File: src/rtl/uart_parity_engine.sv
// rtl/uart_parity_engine.sv - registered UART parity generator (TX) and checker (RX) with saturating error count
module uart_parity_engine #(
    parameter int DATA_WIDTH = 8,
    parameter int CNT_WIDTH  = 8
) (
    input  logic                  CLK,
    input  logic                  RST,
    input  logic                  Par_en,
    input  logic [1:0]            Par_mode,
    input  logic                  Data_valid,
    input  logic [DATA_WIDTH-1:0] P_Data,
    input  logic                  Ser_busy,
    output logic                  Par_bit,
    output logic                  Par_ready,
    input  logic                  Rx_valid,
    input  logic [DATA_WIDTH-1:0] Rx_Data,
    input  logic                  Rx_par,
    output logic                  Par_err,
    output logic                  Chk_done,
    input  logic                  Err_clr,
    output logic [CNT_WIDTH-1:0]  Err_cnt
);

    typedef enum logic [1:0] {
        IDLE   = 2'd0,
        LOADED = 2'd1,
        FRAME  = 2'd2
    } tx_state_e;

    tx_state_e             state_q, state_d;
    logic                  par_bit_q, par_bit_d;
    logic                  par_ready_q, par_ready_d;
    logic                  par_err_q, par_err_d;
    logic                  chk_done_q, chk_done_d;
    logic [CNT_WIDTH-1:0]  err_cnt_q, err_cnt_d;
    logic [CNT_WIDTH-1:0]  cnt_base;

    // mode: 00 even, 01 odd, 10 mark, 11 space
    function automatic logic parity_f(input logic [DATA_WIDTH-1:0] d, input logic [1:0] mode);
        case (mode)
            2'b00:   parity_f = ^d;
            2'b01:   parity_f = ~^d;
            2'b10:   parity_f = 1'b1;
            default: parity_f = 1'b0;
        endcase
    endfunction

    always_comb begin
        state_d     = state_q;
        par_bit_d   = par_bit_q;
        par_ready_d = par_ready_q;
        case (state_q)
            IDLE: begin
                if (Data_valid) begin
                    par_bit_d   = Par_en & parity_f(P_Data, Par_mode);
                    par_ready_d = 1'b1;
                    state_d     = LOADED;
                end
            end
            LOADED: begin
                // Frame start wins over a simultaneous reload
                if (Ser_busy) begin
                    state_d = FRAME;
                end else if (Data_valid) begin
                    par_bit_d = Par_en & parity_f(P_Data, Par_mode);
                end
            end
            FRAME: begin
                if (!Ser_busy) begin
                    par_ready_d = 1'b0;
                    state_d     = IDLE;
                end
            end
            default: begin
                state_d     = IDLE;
                par_ready_d = 1'b0;
            end
        endcase
    end

    always_comb begin
        chk_done_d = Rx_valid;
        par_err_d  = Rx_valid & Par_en & (Rx_par != parity_f(Rx_Data, Par_mode));
        // Clear applies first so a same-cycle error still counts once
        cnt_base   = Err_clr ? '0 : err_cnt_q;
        err_cnt_d  = cnt_base;
        if (par_err_d && (cnt_base != {CNT_WIDTH{1'b1}})) begin
            err_cnt_d = cnt_base + CNT_WIDTH'(1);
        end
    end

    always_ff @(posedge CLK or negedge RST) begin
        if (!RST) begin
            state_q     <= IDLE;
            par_bit_q   <= 1'b0;
            par_ready_q <= 1'b0;
            par_err_q   <= 1'b0;
            chk_done_q  <= 1'b0;
            err_cnt_q   <= '0;
        end else begin
            state_q     <= state_d;
            par_bit_q   <= par_bit_d;
            par_ready_q <= par_ready_d;
            par_err_q   <= par_err_d;
            chk_done_q  <= chk_done_d;
            err_cnt_q   <= err_cnt_d;
        end
    end

    assign Par_bit   = par_bit_q;
    assign Par_ready = par_ready_q;
    assign Par_err   = par_err_q;
    assign Chk_done  = chk_done_q;
    assign Err_cnt   = err_cnt_q;

endmodule

File: config.mk
export PLATFORM = sky130hd
export DESIGN_NAME = uart_parity_engine
export DESIGN_NICKNAME = d
export VERILOG_FILES = /design/src/rtl/uart_parity_engine.sv
export SDC_FILE = /design/constraint.sdc
export NUM_CORES = 1
export LEC_CHECK = 0
export BUFFER_PORTS_ARGS = -buffer_cell sky130_fd_sc_hd__buf_2
export CAP_MARGIN = 0
export CORE_ASPECT_RATIO = 0.75
export CORE_UTILIZATION = 49
export DETAILED_ROUTE_END_ITERATION = 7
export PLACE_DENSITY = 0.83
export SLEW_MARGIN = 5
export SYNTH_ARGS = -nofsm -noshare
export SYNTH_HDL_FRONTEND = slang
export SYNTH_SLANG_ARGS = --single-unit
File: constraint.sdc
create_clock -name CLK -period 5.85 [get_ports CLK]
set_clock_uncertainty 0.15 [all_clocks]
set_input_delay 1.17 -clock CLK [delete_from_list [all_inputs] [get_ports CLK]]
set_output_delay 1.17 -clock CLK [all_outputs]
set_load 0.02 [all_outputs]
Word-level counts from Yosys, hierarchy flattened
Index checks and enable logic that the tools add are counted.
Widths: inputs -> output; s select.
- register bits after elaboration: 14
- input port bits: 26
- output and inout bits: 12
- logic and storage cells: 53
- $add $sub $neg: 1
- eq/ne operators: 11
- muxes and demuxes: 19
- bitwise gates (word level): 5
- reduce and logical (&&, ||, !) cells: 11
- operator list (operator ; number):
    $mux 8 ; 2
    $reduce_xnor 8->1 ; 2
    $reduce_xor 8->1 ; 2
    $ne 2x2->1 const B ; 5
    $mux 1 ; 9
    $pmux 1 s3 ; 3
    $add 8x1->8 const B ; 1
    $ne 8x8->1 const B ; 1
    $mux 2 ; 3
    $pmux 2 s3 ; 1
    $reduce_and 3->1 ; 2
    $and 1x1->1 ; 4
    $eq 2x1->1 const B ; 2
    $eq 2x2->1 const B ; 2
    $logic_not 2->1 ; 2
    $reduce_and 4->1 ; 1
    $pmux 1 s2 ; 1
    $reduce_bool 2->1 ; 1
    $logic_and 1x1->1 ; 1
    $ne 1x1->1 ; 1
    $not 1->1 ; 1

Longest topological paths before layout
- depth after elaboration: 9
- mapped depth: 7
- mapped depth without buffers: 7

Worst setup path before layout
No wires, ideal clock.
- path type: input-to-reg
- from: input port Err_clr
- to: register err_cnt_q[4], in the netlist Err_cnt[4]
- setup time: 0.128 ns
- data arrival time: 2.698 ns
- required time: 5.572 ns
- path slack: 2.874 ns
- cell stages on the path: 7
- buffers on the path: 1
- path through: clkbuf_1 nor2b_1 ha_1 and3_1 and3_1 nor4_1 mux2_1
- longest elaborated chain between the ends: 4
- elaborated cells on any way between the ends: 5
- those cells by class: add/sub (1); eq/ne (1); mux (2); reduce/logical (1)
- RTL lines (element ; RTL line ; text):
    start, declared ; 20 ; input logic Err_clr,
    $mux 8 * ; 85 ; cnt_base = Err_clr ? '0 : err_cnt_q;
    parallel branches: the longest is 2 deep, another holds $add 8x1->8 ; -- ;
    $mux 8 * ; 87 ; if (par_err_d && (cnt_base != {CNT_WIDTH{1'b1}})) begin
    named net err_cnt_d[4] ; 35 ; logic [CNT_WIDTH-1:0] err_cnt_q, err_cnt_d;
    end signal, assigned ; 106 ; err_cnt_q <= err_cnt_d;
    end, declared ; 35 ;
Mark *: on every way through the listed nets, which the timed path passes.
A chain may end at the register's enable or synchronous reset.

Worst setup path after layout
Ends and elaborated chain as after synthesis.

==> flow_summary_export.csv <==
group,metric,value,unit
die,floorplan.core_area,1550,µm²
critical_path,r2r_path_start,"Err_cnt[1]",
synthesis,yosys_most_used_dff,"sky130_fd_sc_hd__dfrtp_1",
timing,hold_slack,0.377,ns
detailed_routing,drtAntennaViolNets,0,
detailed_routing,met2_length,961,µm
job,cap_violations,0,
synthesis,synth_largest_area_cell,"sky130_fd_sc_hd__dfrtp_1",
cts,cts_htree_levels,1,
synthesis,synth-warning-count,0,
die,dieHeight,38.1,µm
timing,timing.fmax,355,MHz
timing,tightest_slew,0.377,ns
timing,unrepaired_setup_endpoints_after_global_routing,"no",
timing,setup_ws,3.03,ns
detailed_routing,initialDrtViolationCount,29,
pwr,leakage_dissipation,0.542,nW
global_routing,gr-total-overflow,0,
cts,postCtsSetupRepairBufs,0,
die,standard_cell_rows,12,
pwr,vdd_ir_drop_max,0.149,mV
detailed_routing,detail_route.drc_violations,0,
synthesis,synth_cell_type_count,24,
worst_hold_path,holdCritStartpoint,"state_q[1]",
finish,fraction_of_layout_instances_using_a_drive_strength_above_1,35.2,%
synthesis,synth_fp_nets,115,
critical_path,cp_cell_sequence,"buf_2 > nor2b_1 > ha_1 > and3_1 > and3_1 > nor4_1 > mux2_1",
synthesis,synth_top_cells_by_area,"sky130_fd_sc_hd__dfrtp_1, sky130_fd_sc_hd__xnor2_1, sky130_fd_sc_hd__nor2b_1",
place,numPortBuffers,37,
cts,cts-hold-fix-buffers,0,
place,gpl.final_weighted_congestion,0.873,
global_routing,largest_net_degree_at_the_start_of_global_routing,15,
detailed_routing,via_count,777,
timing,setup_total_negative_slack,0,ns
cts,clock_insertion_delay_worst_skew,0.28,ns
timing,report.final.slew_viol_count,0,
die,die_x,50.1,µm
status,run_status,"finished clean",
synthesis,async_flop_share,100,%
detailed_routing,routed-wl-met3,137,µm
timing,timing.final.hold_violations,0,
synthesis,syn_avg_cell_area,9.67,µm²
synthesis,synth.top_cells.by_count,"sky130_fd_sc_hd__xnor2_1, sky130_fd_sc_hd__dfrtp_1, sky130_fd_sc_hd__nor2b_1",
detailed_routing,routed_via_density,5.21,
timing,layout_min_cycle_time,2.82,ns
die,start_util,55.0,%
finish,fillers,139,
pwr,power_switching,0.0981,mW
pwr,internal_power,0.194,mW
pwr,pwr_density_cell,267,nW/µm²
cts,clkSinkCount,14,
critical_path,worstSetupEndpointType,"flip-flop",
place,detailed_place_hpwl,1.53,mm
critical_path,critPathRequiredTime,5.87,ns
detailed_routing,routedWlPerCell,12.3,µm
detailed_routing,maxUsedRoutingLayer,"met4",
place,dp_cells,145,
critical_path,timing.critical_path.slowest_stage_cell,"sky130_fd_sc_hd__nor4_1",
cts,clock_transition_at_the_register_clock_pins_on_the_worst_setup_and_hold_paths_after_cts,0.08,ns
finish,layout-area-overhead-vs-synth,28.7,%
detailed_routing,detail_route.first_pass.iterations,4,
synthesis,synth_area,851,µm²
synthesis,synth-seq-area-share,41.2,%
pwr,power.switching_fraction,33.6,%
pwr,clockPowerShare,23.8,%
critical_path,path_class,"input pin to flip-flop",
critical_path,startpoint_type_of_the_worst_setup_path,"input pin",
critical_path,maximum_fanout_encountered_on_the_critical_timing_path,11,
finish,nNetsFinal,156,
cts,cts-resized-gates,0,
global_routing,grt_pass1_vias,739,
place,dp_worst_setup_slack,2.75,ns
detailed_routing,met1Wirelength,722,µm
finish,final-instance-count-excl-fill,149,
cts,number_of_cts_inserted_buffers,3,
global_routing,antenna_found_initial,0,
critical_path,crit_path_frequent_cell,"sky130_fd_sc_hd__and3_1",
global_routing,first_pass_grt_wire_length,3.11,mm
synthesis,post_synth_inst_count,88,
synthesis,synth_largest_type_area_fraction,41.2,%
detailed_routing,wl,1.83,mm
pwr,seqPwrFrac,44.2,%
timing,period_share,48.2,%
synthesis,ffs_latches_synth,14,
die,design.portCount,38,
cts,clock_tree.root_cell,"sky130_fd_sc_hd__clkbuf_4",
pwr,p_comb_share,32.0,%
cts,max_root_sink_buffers,2,
synthesis,leading_cell_type_by_number_of_instances_after_synthesis,"sky130_fd_sc_hd__xnor2_1",
synthesis,synth_enable_flop_cells,0,
timing,timing.max_slew.rel_slack,74.7,%
finish,final_core_util,70.8,%
die,dieArea,1910,µm²
global_routing,grtUsageTotal,22.9,%
critical_path,cpPeakStageDelay,0.39,ns
timing,timing.final.setup_violations,0,
finish,antenna_cells_inserted,0,
critical_path,critPathArrivalTime,2.84,ns
critical_path,worstSetupStartpoint,"Err_clr",
cts,cts_tree,"built",
worst_hold_path,hold_class,"flip-flop to flip-flop",
## final cells by class
cell class / instances / area, µm² / area share [%]
Inverter: 3 / 11.3 / 1.03
Sequential cell: 14 / 350 / 32.0
Tap cell: 21 / 26.3 / 2.40
Multi-Input combinational cell: 70 / 485 / 44.3
Timing Repair Buffer: 37 / 185 / 16.9
Clock buffer: 4 / 36.3 / 3.31
## registers in the layout, indices dropped and copies added, names as in the netlist
register and flops:
Par_err 1, state_q 2, Err_cnt 8, Par_ready 1, Par_bit 1, Chk_done 1
## cell families after synthesis
logic type                 after synthesis  share of synthesized area [%]
DFF                                     14                           41.2
xor gates and xnor gates                21                           22.5
muxes                                    4                           5.29
adders and majority gates                1                           1.47
and+or+nand+nor                         38                           23.4
buffers and inverters                    4                           1.76
AOI/OAI and AO/OA                        6                           4.41
## metal layers
metal  track usage [%]  vias to the layer above
met3              7.54                        2
met5                 0                        -
li1                  -                      376
met2              45.0                       38
met1              23.6                      361
met4              5.71                        0
## power by group through the flow
stage                     Combinational (mW)  Clock, mW  Sequential (mW)
after CTS                             0.0949     0.0728            0.128
after global placement                0.0899          0            0.129
final                                 0.0935     0.0694            0.129
after floorplan                       0.0525          0            0.139
after global routing                   0.103     0.0778            0.131
after detailed placement              0.0945          0            0.130
## critical path, delay by kind of cell
family,cells,cell delay [ns]
and+or+nand+nor,4,0.92
adders and majority gates,1,0.21
buffers and inverters,1,0.19
muxes,1,0.35
## worst paths after layout
| path | endpoint | slack (ns) | cells after the start |
|---|---|---|---|
| max | Err_cnt[4] | 3.03 | 7 |
| min | state_q[0] | 0.38 | 1 |
| max reg2reg | Err_cnt[4] | 3.63 | 6 |
| min reg2reg | state_q[0] | 0.38 | 1 |
| max in group asynchronous | state_q[0] | 4.70 | 1 |
| min in group asynchronous | Err_cnt[7] | 0.62 | 1 |
## cells in the final DEF (no fill, tap or decap), drive strengths merged
master	Yosys	final
buf	0	37
xnor2	17	17
dfrtp	14	14
nor2b	7	7
nor2	7	7
nand2	6	6
xor2	4	4
nand2b	4	4
nand3	4	4
nor4	4	4
clkbuf	1	4
mux2	4	4
inv	3	3
nor3	3	3
and3	2	2
a21oi	2	2
a2bb2oi	1	1
a211oi	1	1
o21ai	1	1
o22ai	1	1
and2	1	1
ha	1	1
## stage by stage
| step | power, mW | instance area (µm²) |
|---|---|---|
| global route | 0.312 | 1090 |
| floorplan | 0.191 | 851 |
| CTS | 0.296 | 1090 |
| detailed placement | 0.225 | 1060 |
| global placement | 0.219 | 1060 |
| finish | 0.292 | 1090 |
No activity file was read; power rests on OpenSTA's default activity.
